<file path="src/rtl/dmem_responder.sv">
`default_nettype none
// ============================================================================
//  Module   : dmem_responder
//  Purpose  : Multi-cycle data-memory target for LW/SW accesses. Accepts one
//             request over a valid/ready handshake, waits LATENCY cycles,
//             then returns load data or a store completion over a second
//             valid/ready handshake. Out-of-range addresses return rsp_err.
//  Revision : 1.0 - initial release
// ----------------------------------------------------------------------------
//  Ports
//    clk, rst            : clock (rising edge), synchronous active-high reset
//    req_valid/req_ready : request handshake
//    req_we              : 1 = store, 0 = load
//    req_addr            : 32-bit word address, range-checked in full
//    req_wdata           : store data
//    rsp_valid/rsp_ready : response handshake
//    rsp_rdata           : load data (0 for stores and errors)
//    rsp_err             : address out of range
//    txn_count           : completed responses, wraps 255 -> 0
//    probe_addr/_data    : side-effect-free combinational memory observation
// ============================================================================
module dmem_responder #(
  parameter int DEPTH   = 32,
  parameter int ADDR_W  = 5,
  parameter int LATENCY = 2
) (
  input  logic              clk,
  input  logic              rst,
  input  logic              req_valid,
  input  logic              req_we,
  input  logic [31:0]       req_addr,
  input  logic [31:0]       req_wdata,
  output logic              req_ready,
  output logic              rsp_valid,
  input  logic              rsp_ready,
  output logic [31:0]       rsp_rdata,
  output logic              rsp_err,
  output logic [7:0]        txn_count,
  input  logic [ADDR_W-1:0] probe_addr,
  output logic [31:0]       probe_data
);

  typedef enum logic [1:0] {
    ST_IDLE = 2'd0,
    ST_WAIT = 2'd1,
    ST_RESP = 2'd2
  } state_t;

  // Counter starts at LATENCY-1 so the RESP-entry edge is LATENCY edges
  // after the accept edge.
  localparam logic [3:0] c_cnt_init = 4'(LATENCY - 1);

  state_t              r_state;
  logic [3:0]          r_cnt;
  logic                r_we;
  logic [31:0]         r_addr;
  logic [31:0]         r_wdata;
  logic [31:0]         r_mem [DEPTH];
  logic                r_req_ready;
  logic                r_rsp_valid;
  logic [31:0]         r_rsp_rdata;
  logic                r_rsp_err;
  logic [7:0]          r_txn_count;

  logic                w_in_range;
  logic [ADDR_W-1:0]   w_idx;

  // Full 32-bit compare: any bit at or above ADDR_W flags an error rather
  // than aliasing into the array.
  assign w_in_range = (r_addr < 32'(DEPTH));
  assign w_idx      = r_addr[ADDR_W-1:0];

  always_ff @(posedge clk) begin
    if (rst) begin
      r_state     <= ST_IDLE;
      r_cnt       <= 4'd0;
      r_we        <= 1'b0;
      r_addr      <= 32'd0;
      r_wdata     <= 32'd0;
      r_req_ready <= 1'b1;
      r_rsp_valid <= 1'b0;
      r_rsp_rdata <= 32'd0;
      r_rsp_err   <= 1'b0;
      r_txn_count <= 8'd0;
      for (int i = 0; i < DEPTH; i++) begin
        r_mem[i] <= 32'(i);
      end
    end else begin
      case (r_state)
        ST_IDLE: begin
          if (req_valid) begin
            r_we        <= req_we;
            r_addr      <= req_addr;
            r_wdata     <= req_wdata;
            r_cnt       <= c_cnt_init;
            r_req_ready <= 1'b0;
            r_state     <= ST_WAIT;
          end
        end
        ST_WAIT: begin
          if (r_cnt != 4'd0) begin
            r_cnt <= r_cnt - 4'd1;
          end else begin
            r_state     <= ST_RESP;
            r_rsp_valid <= 1'b1;
            if (!w_in_range) begin
              r_rsp_rdata <= 32'd0;
              r_rsp_err   <= 1'b1;
            end else if (r_we) begin
              r_mem[w_idx] <= r_wdata;
              r_rsp_rdata  <= 32'd0;
              r_rsp_err    <= 1'b0;
            end else begin
              r_rsp_rdata <= r_mem[w_idx];
              r_rsp_err   <= 1'b0;
            end
          end
        end
        ST_RESP: begin
          if (rsp_ready) begin
            r_txn_count <= r_txn_count + 8'd1;
            r_rsp_valid <= 1'b0;
            r_rsp_rdata <= 32'd0;
            r_rsp_err   <= 1'b0;
            r_req_ready <= 1'b1;
            r_state     <= ST_IDLE;
          end
        end
        default: begin
          r_state     <= ST_IDLE;
          r_req_ready <= 1'b1;
          r_rsp_valid <= 1'b0;
        end
      endcase
    end
  end

  assign req_ready  = r_req_ready;
  assign rsp_valid  = r_rsp_valid;
  assign rsp_rdata  = r_rsp_rdata;
  assign rsp_err    = r_rsp_err;
  assign txn_count  = r_txn_count;
  assign probe_data = r_mem[probe_addr];

endmodule
`default_nettype wire

</file>
<file path="config.mk">
export PLATFORM = sky130hd
export DESIGN_NAME = dmem_responder
export DESIGN_NICKNAME = d
export VERILOG_FILES = /design/src/rtl/dmem_responder.sv
export SDC_FILE = /design/constraint.sdc
export NUM_CORES = 2
export LEC_CHECK = 0
export ABC_AREA = 1
export CORE_ASPECT_RATIO = 0.75
export CORE_MARGIN = 5
export CORE_UTILIZATION = 30
export DETAILED_ROUTE_END_ITERATION = 8
export HOLD_SLACK_MARGIN = 0.05
export PLACE_DENSITY = 0.52
export SYNTH_ARGS = -nofsm -noshare
export SYNTH_HDL_FRONTEND = slang
export SYNTH_SLANG_ARGS = --single-unit
</file>
<file path="constraint.sdc">
create_clock -name clk -period 6.95 [get_ports clk]
set_input_delay 1.0425 -clock clk [delete_from_list [all_inputs] [get_ports clk]]
set_output_delay 1.0425 -clock clk [all_outputs]
set_load 0.01 [all_outputs]
</file>
==> flow_summary.yaml <==
global_routing:
  grt_max_degree: 190
  overflow: 0
  grt_antenna_before_repair: 9
  grt_pass1_wl_microns: 394000
  track_usage_pct: 24.6
  grt_pass1_vias: 54100
clock_network:
  postCtsSetupRepairBufs: 0
  clock_sinks: 1143
  ctsResizeCount: 0
  cts_buffers: 132
  clk_pin_slew_ps: 60
  clk-insertion-delay-late_ps: 790
  clock_path_buffers: 3
  holdBufCountCts: 0
  clockRootBuffer: "clkbuf_16"
  cts_tree: "done"
  htree_levels: 4
yosys:
  synth-edff-count: 1024
  synth-seq-cells: 1143
  synth-main-ff-cell: "edfxtp_1"
  synthCells: 7585
  ys_types: 31
  synthDominantCellAreaShare_pct: 49.3
  async_flop_share_pct: 0
  yosysWarnings: 0
  synth_area_leader_cell: "edfxtp_1"
  syn-num-nets: 7662
  synth_seq_area_share_pct: 53.2
  synth_area_leaders: "edfxtp_1 49%, nand2_1 8.4%, nor3_1 7.6%, o21ai_0 6.9%, nand3_1 6.5%"
  netlist_area_sq_um: 62300
  synth.avg_cell_area_sq_um: 8.22
power:
  peakVddDrop_uv: 227
  combPwrFrac_pct: 17.5
  power_frac_seq_pct: 43.3
  p_int_uw: 12400
  power_switching_uw: 5770
  power_uw: 18100
  leakage_uw: 0.0247
  p_per_area_nw_per_um2: 257
  pwr-share-clk_pct: 39.3
  p_sw_share_pct: 31.8
worst_setup_path:
  path_cells: "buf_8 -> inv_8 -> buf_12 -> buf_4 -> o21ai_0 -> o211ai_1 -> nand3_1 -> nand3_1 -> o21a_1 -> clkdlybuf4s50_1"
  slowest_stage: "inv_8"
  crit_path_start_kind: "input port"
  worstPathArrival_ps: 4320
  critPathMaxStageDelay_ps: 640
  critical_path.max_fanout: 137
  path_buf_inv: 5
  critPathKind: "in2out"
  crit_required_ps: 5910
  crit_path_end_kind: "output pin"
  cp_common_cell: "nand3_1"
  crit_family: "buffers and inverters"
sta:
  hold_ws_ps: 444
  rsz0062_at_grt: "false"
  finClkSkew_ps: 37.8
  tns_ps: 0
  fin_crit_ps: 5360
  fin_crit_sh_pct: 77.2
  maxSlewHeadroom_pct: 12.7
  hold_viol_final: 0
  setup_violations: 0
  max_freq_mhz: 186
  tightestPinTransition_ps: 1310
  final_max_slew_viol_count: 0
run:
  cap_violations: 0
cells_and_area:
  syn_to_final_growth_pct: 13.4
  fillers: 21200
  layout_commonest_cell: "nand2_1"
  nets: 7344
  layout_common_cells: "1394 x nand2_1, 1024 x edfxtp_1, 941 x nor3_1"
  fin_cells: 10100
  final_layout_size_suffix_gt1_share_pct: 6.08
drt:
  wl_microns: 277000
  drt_iter0_drc: 9229
  antenna_left: 0
  dr.pass1.iters: 9
  wl_per_cell_microns: 27.3
  vias_per_cell: 5.79
  via_count: 58700
  drcViolationCount: 0
place:
  gp_congestion: 0.887
  dp_hpwl_microns: 152000
  io_buffer_count: 148
  dp_cells: 9907
floorplan:
  die_y_microns: 405
  die_area_sq_um: 217000
  placementRows: 144
  ioPinCount: 149
  die_w_microns: 536
  initial_utilization_pct: 30.2
  core-area_sq_um: 206000
run_status:
  outcome: "finished clean"
worst_hold_path:
  hold_class: "reg2reg"
-- power groups by stage --
stage                     registers, uW  logic, uW  clock network [uW]
after floorplan                    7940       1790                   0
after global placement             7990       3070                   0
after detailed placement           7990       3080                   0
after CTS                          7840       3090                7200
after global routing               7870       3340                7480
final                              7850       3170                7120
-- flip-flops by register name, indices dropped and copies added, names as in the netlist, 2 cells and up, named ones only --
name	flops
r_addr	32
r_cnt	4
r_mem	1024
r_state	2
r_wdata	32
rsp_rdata	32
txn_count	8
-- synth_stat cells, types with 73 or more instances --
master	number
a21oi_1	340
inv_1	599
nor3_1	941
o211ai_1	221
buf_1	73
clkbuf_1	598
nand3_1	807
dfxtp_1	119
buf_2	110
nand2_1	1396
o21ai_0	856
nor2_1	407
edfxtp_1	1024
-- area by class of cell --
cell class / count / area, sq um / area share (%)
Sequential cell: 1143 / 33100 / 46.9
Multi-Input combinational cell: 5054 / 24300 / 34.3
Clock buffer: 171 / 3560 / 5.04
Tap cell: 2774 / 3470 / 4.91
Timing Repair Buffer: 329 / 3170 / 4.48
Inverter: 607 / 2350 / 3.33
Clock inverter: 66 / 691 / 0.977
Antenna cell: 2 / 5.00 / 0.00708
-- worst register-to-register path: stages (launching register included) --
cell and delay [ps]:
dfxtp_1 310, inv_1 110, ha_1 150, nand2_1 50, nor2_1 130, nand2_1 180, nor3_4 570, nand4_4 720
buf_4 610, o21ai_4 870, buf_12 360
-- per-stage QoR --
| step | worst slack [ps] | util (%) | area [sq um] |
|---|---|---|---|
| after global placement | 1700 | 32.2 | 66400 |
| after global routing | 1540 | 34.3 | 70700 |
| final | 1590 | 34.3 | 70700 |
| after CTS | 1690 | 34.3 | 70700 |
| after detailed placement | 1690 | 32.2 | 66400 |
| after floorplan | 2170 | - | 62300 |
-- logic make-up (layout without fill, tap and decap cells) --
family          after synthesis  after routing  share of synthesized area (%)
other cells                   0              2                              0
simple gates               3592           3592                           25.4
compound gates             1458           1458                           12.8
flops                      1143           1143                           53.2
buf+inv                    1388           1173                           8.58
fa+ha+maj                     3              3                         0.0602
xor+xnor                      1              1                         0.0141
-- per-layer routing --
layer  share of wire [%]  vias up  global-route usage (%)
li1                    -    25500                       -
met2                  42     4091                    36.3
met3                  13      556                    6.16
met4                 3.6        4                    8.43
met5               0.012        -                       0
met1                  41    28500                    34.9
-- path summary, 6_finish.rpt --
kind / startpoint / end / slack, ps / depth (start not counted)
worst max-delay path: probe_addr[0] / probe_data[14] / 1590 / 10
worst min-delay path: r_wdata[21]$_SDFFE_PP0P_ / r_wdata[21]$_SDFFE_PP0P_ / 440 / 2
worst max register to register: r_cnt[0]$_SDFFE_PP0P_ / r_mem[24][25]$_SDFFCE_PN0P_ / 2540 / 10
worst min register to register: r_wdata[21]$_SDFFE_PP0P_ / r_wdata[21]$_SDFFE_PP0P_ / 440 / 2
Power figures use the tool's default switching activity.
